--- src/rtl/fft_ram_port_ctrl_if.sv ---
// FFT-side RAM port plus the sample/result streams between the sequencer and the FFT core.
interface fft_ram_port_ctrl_if #(
  parameter int ADDR_W = 12
);
  logic [ADDR_W-1:0] ram_read_addr;
  logic              ram_write_to_cache;
  logic [15:0]       ram_read_data;
  logic [ADDR_W-1:0] ram_send_addr;
  logic [31:0]       ram_send_data;
  logic [15:0]       smp_data;
  logic              smp_valid;
  logic              smp_ready;
  logic [31:0]       res_data;
  logic              res_valid;
  logic              res_ready;

  modport master (
    output ram_read_addr, ram_write_to_cache, ram_send_addr, ram_send_data,
    input  ram_read_data,
    output smp_data, smp_valid,
    input  smp_ready,
    input  res_data, res_valid,
    output res_ready
  );

  modport slave (
    input  ram_read_addr, ram_write_to_cache, ram_send_addr, ram_send_data,
    output ram_read_data,
    input  smp_data, smp_valid,
    output smp_ready,
    output res_data, res_valid,
    input  res_ready
  );
endinterface

--- src/rtl/fft_ram_port_ctrl.sv ---
// FFT-side RAM sequencer: streams a frame of samples out through a 3-deep skid FIFO,
// then writes the core's results back on the RAM's 2-cycle-delayed write path.
module fft_ram_port_ctrl #(
  parameter int N_LOG2       = 10,
  parameter int ADDR_W       = 12,
  parameter int SCRATCH_ADDR = 4095
) (
  input  logic                clk,
  input  logic                rst,
  input  logic                start_i,
  input  logic                bitrev_i,
  input  logic [ADDR_W-1:0]   in_base_i,
  input  logic [ADDR_W-1:0]   out_base_i,
  output logic                busy_o,
  output logic                done_o,
  fft_ram_port_ctrl_if.master bus
);
  localparam int                N       = 1 << N_LOG2;
  localparam int                CW      = N_LOG2 + 1;
  localparam logic [CW-1:0]     LAST    = CW'(N - 1);
  localparam logic [ADDR_W-1:0] SCRATCH = ADDR_W'(SCRATCH_ADDR);

  typedef enum logic [1:0] {IDLE, LOAD, STORE, FLUSH} state_t;

  state_t            state_q, state_d;
  logic              bitrev_q;
  logic [ADDR_W-1:0] in_base_q, out_base_q;
  logic [CW-1:0]     rk_q, rk_d, pk_q, pk_d, wk_q, wk_d;
  logic [1:0]        flush_q, flush_d;
  logic              inflight_q;
  logic [15:0]       fifo_q [3];
  logic [1:0]        wr_ptr_q, wr_ptr_d, rd_ptr_q, rd_ptr_d, occ_q, occ_d;
  logic [31:0]       pipe1_q, pipe1_d, pipe2_q;
  logic [N_LOG2-1:0] rk_rev, rd_off;
  logic              rd_issue, push, pop, wr_hs;

  for (genvar gi = 0; gi < N_LOG2; gi++) begin : g_rev
    assign rk_rev[gi] = rk_q[N_LOG2-1-gi];
  end

  // Data path: a read is only issued while a FIFO slot is guaranteed for its data.
  always_comb begin
    rd_off   = bitrev_q ? rk_rev : rk_q[N_LOG2-1:0];
    rd_issue = (state_q == LOAD) && (rk_q < CW'(N))
               && ((3'(occ_q) + 3'(inflight_q)) < 3'd3);
    push     = inflight_q;
    pop      = (occ_q != 2'd0) && bus.smp_ready;
    wr_hs    = (state_q == STORE) && bus.res_valid;

    occ_d    = occ_q + 2'(push) - 2'(pop);
    wr_ptr_d = wr_ptr_q;
    rd_ptr_d = rd_ptr_q;
    if (push) wr_ptr_d = (wr_ptr_q == 2'd2) ? 2'd0 : wr_ptr_q + 2'd1;
    if (pop)  rd_ptr_d = (rd_ptr_q == 2'd2) ? 2'd0 : rd_ptr_q + 2'd1;
    pipe1_d  = wr_hs ? bus.res_data : 32'd0;

    bus.ram_write_to_cache = rd_issue;
    bus.ram_read_addr      = rd_issue ? in_base_q + ADDR_W'(rd_off) : '0;
    bus.smp_valid          = (occ_q != 2'd0);
    bus.smp_data           = bus.smp_valid ? fifo_q[rd_ptr_q] : 16'd0;
    bus.res_ready          = (state_q == STORE);
    bus.ram_send_addr      = wr_hs ? out_base_q + ADDR_W'(wk_q) : SCRATCH;
    bus.ram_send_data      = pipe2_q;
    busy_o                 = (state_q != IDLE);
  end

  // FLUSH waits out the write pipe; its third cycle carries the done pulse.
  always_comb begin
    state_d = state_q;
    rk_d    = rk_q;
    pk_d    = pk_q;
    wk_d    = wk_q;
    flush_d = flush_q;
    done_o  = 1'b0;
    case (state_q)
      IDLE: begin
        rk_d    = '0;
        pk_d    = '0;
        wk_d    = '0;
        flush_d = '0;
        if (start_i) state_d = LOAD;
      end
      LOAD: begin
        if (rd_issue) rk_d = rk_q + 1'b1;
        if (pop) begin
          pk_d = pk_q + 1'b1;
          if (pk_q == LAST) state_d = STORE;
        end
      end
      STORE: begin
        if (wr_hs) begin
          wk_d = wk_q + 1'b1;
          if (wk_q == LAST) state_d = FLUSH;
        end
      end
      FLUSH: begin
        flush_d = flush_q + 2'd1;
        if (flush_q == 2'd2) begin
          done_o  = 1'b1;
          state_d = IDLE;
        end
      end
      default: state_d = IDLE;
    endcase
  end

  always_ff @(posedge clk or posedge rst) begin
    if (rst) begin
      state_q    <= IDLE;
      bitrev_q   <= 1'b0;
      in_base_q  <= '0;
      out_base_q <= '0;
      rk_q       <= '0;
      pk_q       <= '0;
      wk_q       <= '0;
      flush_q    <= '0;
      inflight_q <= 1'b0;
      wr_ptr_q   <= '0;
      rd_ptr_q   <= '0;
      occ_q      <= '0;
      pipe1_q    <= '0;
      pipe2_q    <= '0;
      for (int i = 0; i < 3; i++) fifo_q[i] <= '0;
    end else begin
      state_q    <= state_d;
      rk_q       <= rk_d;
      pk_q       <= pk_d;
      wk_q       <= wk_d;
      flush_q    <= flush_d;
      inflight_q <= rd_issue;
      wr_ptr_q   <= wr_ptr_d;
      rd_ptr_q   <= rd_ptr_d;
      occ_q      <= occ_d;
      pipe1_q    <= pipe1_d;
      pipe2_q    <= pipe1_q;
      if (push) fifo_q[wr_ptr_q] <= bus.ram_read_data;
      if ((state_q == IDLE) && start_i) begin
        bitrev_q   <= bitrev_i;
        in_base_q  <= in_base_i;
        out_base_q <= out_base_i;
      end
    end
  end
endmodule

--- src/flat_wrapper.sv ---
// flat-port wrapper written by rule: the top's interface ports become plain ports
module fft_ram_port_ctrl_flat 
#(
  parameter int N_LOG2       = 10,
  parameter int ADDR_W       = 12,
  parameter int SCRATCH_ADDR = 4095
)
  (clk, rst, start_i, bitrev_i, in_base_i, out_base_i, busy_o, done_o, bus_ram_read_addr, bus_ram_write_to_cache, bus_ram_send_addr, bus_ram_send_data, bus_ram_read_data, bus_smp_data, bus_smp_valid, bus_smp_ready, bus_res_data, bus_res_valid, bus_res_ready);
  fft_ram_port_ctrl_if #(.ADDR_W(ADDR_W)) bus_i ();
  input  logic clk;
  input  logic rst;
  input  logic start_i;
  input  logic bitrev_i;
  input  logic [ADDR_W-1:0] in_base_i;
  input  logic [ADDR_W-1:0] out_base_i;
  output logic busy_o;
  output logic done_o;
  output wire logic [$bits(bus_i.ram_read_addr)-1:0] bus_ram_read_addr;
  output wire logic [$bits(bus_i.ram_write_to_cache)-1:0] bus_ram_write_to_cache;
  output wire logic [$bits(bus_i.ram_send_addr)-1:0] bus_ram_send_addr;
  output wire logic [$bits(bus_i.ram_send_data)-1:0] bus_ram_send_data;
  input wire logic [$bits(bus_i.ram_read_data)-1:0] bus_ram_read_data;
  output wire logic [$bits(bus_i.smp_data)-1:0] bus_smp_data;
  output wire logic [$bits(bus_i.smp_valid)-1:0] bus_smp_valid;
  input wire logic [$bits(bus_i.smp_ready)-1:0] bus_smp_ready;
  input wire logic [$bits(bus_i.res_data)-1:0] bus_res_data;
  input wire logic [$bits(bus_i.res_valid)-1:0] bus_res_valid;
  output wire logic [$bits(bus_i.res_ready)-1:0] bus_res_ready;
  assign bus_ram_read_addr = bus_i.ram_read_addr;
  assign bus_ram_write_to_cache = bus_i.ram_write_to_cache;
  assign bus_ram_send_addr = bus_i.ram_send_addr;
  assign bus_ram_send_data = bus_i.ram_send_data;
  assign bus_i.ram_read_data = bus_ram_read_data;
  assign bus_smp_data = bus_i.smp_data;
  assign bus_smp_valid = bus_i.smp_valid;
  assign bus_i.smp_ready = bus_smp_ready;
  assign bus_i.res_data = bus_res_data;
  assign bus_i.res_valid = bus_res_valid;
  assign bus_res_ready = bus_i.res_ready;
  fft_ram_port_ctrl #(.N_LOG2(N_LOG2), .ADDR_W(ADDR_W), .SCRATCH_ADDR(SCRATCH_ADDR)) u_core (.clk(clk), .rst(rst), .start_i(start_i), .bitrev_i(bitrev_i), .in_base_i(in_base_i), .out_base_i(out_base_i), .busy_o(busy_o), .done_o(done_o), .bus(bus_i));
endmodule
--- config.mk ---
export PLATFORM = sky130hd
export DESIGN_NAME = fft_ram_port_ctrl_flat
export DESIGN_NICKNAME = d
export VERILOG_FILES = /design/src/rtl/fft_ram_port_ctrl_if.sv /design/src/rtl/fft_ram_port_ctrl.sv /design/src/flat_wrapper.sv
export SDC_FILE = /design/constraint.sdc
export NUM_CORES = 1
export LEC_CHECK = 0
export CAP_MARGIN = 20
export CORE_UTILIZATION = 45
export CTS_BUF_LIST = sky130_fd_sc_hd__clkbuf_16
export DETAILED_ROUTE_END_ITERATION = 8
export PLACE_DENSITY_LB_ADDON = 0.3
export SLEW_MARGIN = 20
export SYNTH_ARGS = -nofsm -noshare
export SYNTH_HDL_FRONTEND = slang
export SYNTH_SLANG_ARGS = --single-unit
--- constraint.sdc ---
create_clock -name clk -period 6.9 [get_ports clk]
set_clock_uncertainty 0.15 [all_clocks]
set_input_delay 0.69 -clock clk [delete_from_list [all_inputs] [get_ports clk]]
set_output_delay 0.69 -clock clk [all_outputs]
set_load 0.01 [all_outputs]
=== Yosys cells after proc, flatten, opt, wreduce, memory -nomap -nowiden ===
Index checks and enable logic that the tools add are counted.

* Register bits: 181
* Input port bits: 78
* Output and inout port bits: 77
* Word-level logic and storage cells: 95

* Magnitude comparators: 5
* Muxes and demuxes: 29
* Reduce and logical (&&, ||, !) cells: 16
* Bitwise logic cells: 2
* $add $sub $neg: 11
* Eq/ne operators: 15

{| class="wikitable"
|+ Operators by type and width
! operator !! count
|-
| 11-bit case mux with 2 select lines || 3
|-
| 16-bit two-way mux || 4
|-
| 48-bit bitwise mux || 1
|-
| 11-bit by 1-bit adder with 11-bit output (second input constant) || 3
|-
| 11-bit two-way mux || 3
|-
| 16-bit binary-select mux with 2-bit select || 1
|-
| 16-bit demux with 2-bit select || 1
|-
| 32-bit two-way mux || 1
|-
| 12-bit two-way mux || 2
|-
| 11-bit by 10-bit equality test with 1-bit output (second input constant) || 2
|-
| 2-bit two-way mux || 8
|-
| 12-bit by 10-bit adder with 12-bit output || 1
|-
| 12-bit by 11-bit adder with 12-bit output || 1
|-
| 11-bit < comparator (second input constant) || 1
|-
| 2-bit equality test (second input constant) || 5
|-
| 10-bit two-way mux || 1
|-
| 2-bit by 1-bit != test with 1-bit output (second input constant) || 5
|-
| 2-bit nonzero test || 5
|-
| 2-bit case mux with 4 select lines || 1
|-
| 2-bit by 1-bit adder with 2-bit output (second input constant) || 3
|-
| 3-bit >= comparator (second input constant) || 2
|-
| 1-bit logical AND || 6
|-
| 2-bit inverter with 3-bit output || 2
|-
| 2-bit AND reduction || 3
|-
| other kinds (11) || 13
|}

=== Longest topological paths before layout ===
* Depth in word-level cells: 6
* Depth in mapped cells: 10
* Gate-level depth less buffers: 9

=== Least setup slack after synthesis ===
OpenSTA, ideal clock, no wires.

* Path type: register to output
* Start: register u_core.bitrev_q
* End: output port bus_ram_read_addr[10]
* Path slack: 3508 ps
* Required time: 6060 ps
* Buffers on the path: 1
* Data arrival time: 2552 ps
* Cell stages (with the launch flop): 10
* Cell sequence: dfrtp_1 -> clkbuf_1 -> mux2_2 -> fa_1 -> a211oi_1 -> nor2_1 -> o31ai_1 -> o21ai_0 -> xnor2_1 -> nor2_1

* Longest elaborated chain between the ends: 3

{| class="wikitable"
|+ RTL lines
! element !! line !! text
|-
| start, declared || fft_ram_port_ctrl.sv:26 || <nowiki>logic bitrev_q;</nowiki>
|-
| start signal, assigned || fft_ram_port_ctrl.sv:138 || <nowiki>bitrev_q <= bitrev_i;</nowiki>
|-
| 10-bit two-way mux || fft_ram_port_ctrl.sv:43 || <nowiki>rd_off = bitrev_q ? rk_rev : rk_q[N_LOG2-1:0];</nowiki>
|-
| 12-bit by 10-bit adder with 12-bit output || fft_ram_port_ctrl.sv:58 || <nowiki>bus.ram_read_addr = rd_issue ? in_base_q + ADDR_W'(rd_off) : '0;</nowiki>
|-
| 12-bit two-way mux || fft_ram_port_ctrl.sv:58 ||
|-
| end, declared || flat_wrapper.sv:18 || <nowiki>output wire logic [$bits(bus_i.ram_read_addr)-1:0] bus_ram_read_addr;</nowiki>
|}

No other way between the ends.

=== Worst setup path after layout ===
Ends and elaborated chain as after synthesis.

==> impl_metrics.json <==
{
  "vias": 5617,
  "synth_edf_count": 0,
  "syn_nets": 824,
  "io_pins": 155,
  "finalHoldViolCount": 0,
  "postPlaceCellArea_sq_um": 9980,
  "ys_types": 50,
  "core_sq_um": 18000,
  "drcViolationCount": 0,
  "grt-ovfl-total": 0,
  "synth_ff_type": "dfrtp_1",
  "rr_startpoint": "u_core.occ_q[1]$_DFF_PP0_",
  "avgSynthCellArea_sq_um": 11.6,
  "netlist_top_cells_count": "dfrtp_1, mux2_2, nor2_1, nand2_1, and3_1",
  "reg2reg_to": "u_core.occ_q[1]$_DFF_PP0_",
  "place_ws_ns": 2.87,
  "initial_core_util": 0.458,
  "cts_buffer_depth": 2,
  "r2r_setup_slack_ns": 4.34,
  "setup_violations": 0,
  "slew_headroom": 0.302,
  "startpoint_type": "register",
  "pwr_density_cell_nw_per_um2": 392,
  "comb_power_share": 0.380,
  "antenna_found_initial": 0,
  "max_freq_mhz": 223,
  "clk_latency_ns": 0.42,
  "path_delay_family": "compound AO/OA/AOI/OAI gates",
  "end_kind": "output port",
  "cts_buffers": 17,
  "grt_max_degree": 115,
  "die_h_um": 137,
  "hold_path_end": "u_core.bus.ram_send_data[27]$_DFF_PP0_",
  "layout-drive-gt1-share": 0.153,
  "worst_slack_ns": 2.41,
  "clock-sinks": 181,
  "hold_buffers": 0,
  "r2r_cells": 9,
  "min_from": "u_core.pipe1_q[27]$_DFF_PP0_",
  "yosysTopAreaCellShare": 0.551,
  "viasPerCell": 5.09,
  "insertedDiodeCount": 0,
  "critical_path_arrival_ns": 3.65,
  "synth_top_cell_by_area": "dfrtp_1",
  "grt_pass1_vias": 5646,
  "tightest_slew_ns": 1.04,
  "cts.repair.resized": 0,
  "ir_drop_mv": 0.256,
  "synth-seq-area-share": 0.551,
  "gp_congestion": 0.832,
  "worstSetupPathType": "register to output port",
  "finalSetupTns_ns": 0,
  "totalWireLength_mm": 16.6,
  "cts-root-buf": "clkbuf_16",
  "final-max-slew-violation-count": 0,
  "cp_slowest_cell": "dfrtp_1",
  "num_rows": 49,
  "portBuffers": 154,
  "grt_pass1_wl_mm": 27.9,
  "path_common_cell": "nor2_1",
  "yosysWarnings": 0,
  "cts_htree_levels": 4,
  "area_growth_syn_to_layout_pct": 28.6,
  "path_buf_inv": 1,
  "cts_setup_buffers": 0,
  "p_sw_frac": 0.333,
  "synth-async-reset-ratio": 1.00,
  "min_path_cells": 0,
  "max_stage_delay_ns": 0.58,
  "pwr-share-seq": 0.386,
  "rsz0062_at_grt": "no",
  "maxCapViolCount": 0,
  "hp-class": "register to register",
  "power.switching_mw": 1.38,
  "die_area_sq_um": 18800,
  "synth.most_common_cell": "dfrtp_1",
  "hpwl_mm": 11.2,
  "design_area_sq_um": 10600,
  "period_share": 0.651,
  "fp.dieW_um": 137,
  "dr.first_iter.drc_count": 198,
  "min_period_ns": 4.49,
  "first_pass_iters": 4,
  "clkTransAtPathRegs_ns": 0.07,
  "synthTopCellsByArea": "dfrtp_1, mux2_2, ha_1, nor2_1, and3_1",
  "critPathMaxFanout": 11,
  "clock_power_share": 0.235,
  "cts_tree": "done",
  "power.internal_mw": 2.77,
  "leakage_nw": 4.85,
  "syn_area_sq_um": 8230,
  "run_status": "complete, no violations",
  "cp_data_required_time_ns": 6.06,
  "drtAntennaViolNets": 0,
  "track_usage": 0.193,
  "crit_chain": "mux2_2 -> ha_1 -> fa_1 -> a211oi_1 -> nor2_1 -> o31ai_1 -> o21ai_0 -> xnor2_1 -> nor2_1 -> clkdlybuf4s50_1",
  "ys_ff_latch": 181,
  "synth_cells": 711,
  "wl_per_cell_um": 15.0,
  "fin_nets": 975
}
worst max path at each step:
stage,cells after the start,end,slack [ns],startpoint
floorplan,1,u_core.bitrev_q$_DFFE_PP0P_,1.14,rst
global placement,10,bus_ram_read_addr[10],2.87,u_core.bitrev_q$_DFFE_PP0P_
detailed placement,10,bus_ram_read_addr[10],2.87,u_core.bitrev_q$_DFFE_PP0P_
CTS,10,bus_ram_read_addr[10],2.37,u_core.bitrev_q$_DFFE_PP0P_
global route,10,bus_ram_read_addr[10],2.14,u_core.bitrev_q$_DFFE_PP0P_
finish,10,bus_ram_read_addr[10],2.41,u_core.bitrev_q$_DFFE_PP0P_
placed cells by master (no fill, tap or decap), drive strengths merged, types with 23 or more instances in the layout:
cell type | netlist | final
nand2 | 45 | 45
nor2 | 83 | 83
mux2 | 85 | 85
and3 | 38 | 38
inv | 20 | 27
ha | 33 | 33
o21ai | 23 | 23
dfrtp | 181 | 181
a21oi | 35 | 35
clkdlybuf4s50 | 0 | 154
area by class of cell:
cell class	instances	area, sq um
Clock inverter	15	169
Inverter	20	82.6
Clock buffer	17	425
Timing Repair Buffer	160	1590
Fill cell	1544	7390
Sequential cell	181	4530
Multi-Input combinational cell	482	3500
Tap cell	229	287
power groups by stage:
stage | Sequential, mW | Clock [mW] | Combinational [mW]
after floorplan | 1.54 | 0 | 1.06
after global placement | 1.61 | 0 | 1.56
after detailed placement | 1.62 | 0 | 1.59
after CTS | 1.60 | 1.00 | 1.60
after global routing | 1.65 | 1.04 | 1.77
final | 1.60 | 0.973 | 1.57
metrics by stage:
| stage | hold WS [ns] | power, mW | instances | util |
|---|---|---|---|---|
| 2_1_floorplan | 0.181 | 2.60 | 711 | - |
| 6_report | 0.198 | 4.15 | 1104 | 0.589 |
| 4_1_cts | 0.200 | 4.20 | 1104 | 0.589 |
| 5_1_grt | 0.204 | 4.46 | 1104 | 0.589 |
| 3_3_place_gp | 0.182 | 3.17 | 1072 | 0.556 |
| 3_5_place_dp | 0.185 | 3.21 | 1072 | 0.556 |
sequential cells by signal, indices dropped and copies added (netlist names):
signal / flops
u_core.occ_q: 2
u_core.wk_q: 11
u_core.bus.ram_send_data: 32
u_core.rk_q: 11
u_core.bitrev_q: 1
u_core.flush_q: 2
u_core.wr_ptr_q: 2
u_core.inflight_q: 1
u_core.pk_q: 11
u_core.rd_ptr_q: 2
u_core.state_q: 2
u_core.pipe1_q: 32
u_core.out_base_q: 12
u_core.fifo_q: 48
u_core.in_base_q: 12
cell families after synthesis:
kind of cell             after synthesis  share of synthesized area
AO/OA/AOI/OAI                         85                     0.0622
XOR/XNOR                              35                     0.0373
adder cells (fa/ha/maj)               35                     0.0551
buffers and inverters                 48                     0.0242
flip-flops                           181                      0.551
multiplexers                         104                      0.139
AND/OR/NAND/NOR                      223                      0.131
layer usage:
layer  GRT usage  wire length (um)  vias up
met4      0.0659               284        0
met3      0.0408               663       20
met2       0.321              7920      111
met5           0                 0        -
li1            -                 -     2771
met1       0.249              7700     2715
No activity file was read; power rests on OpenSTA's default activity.
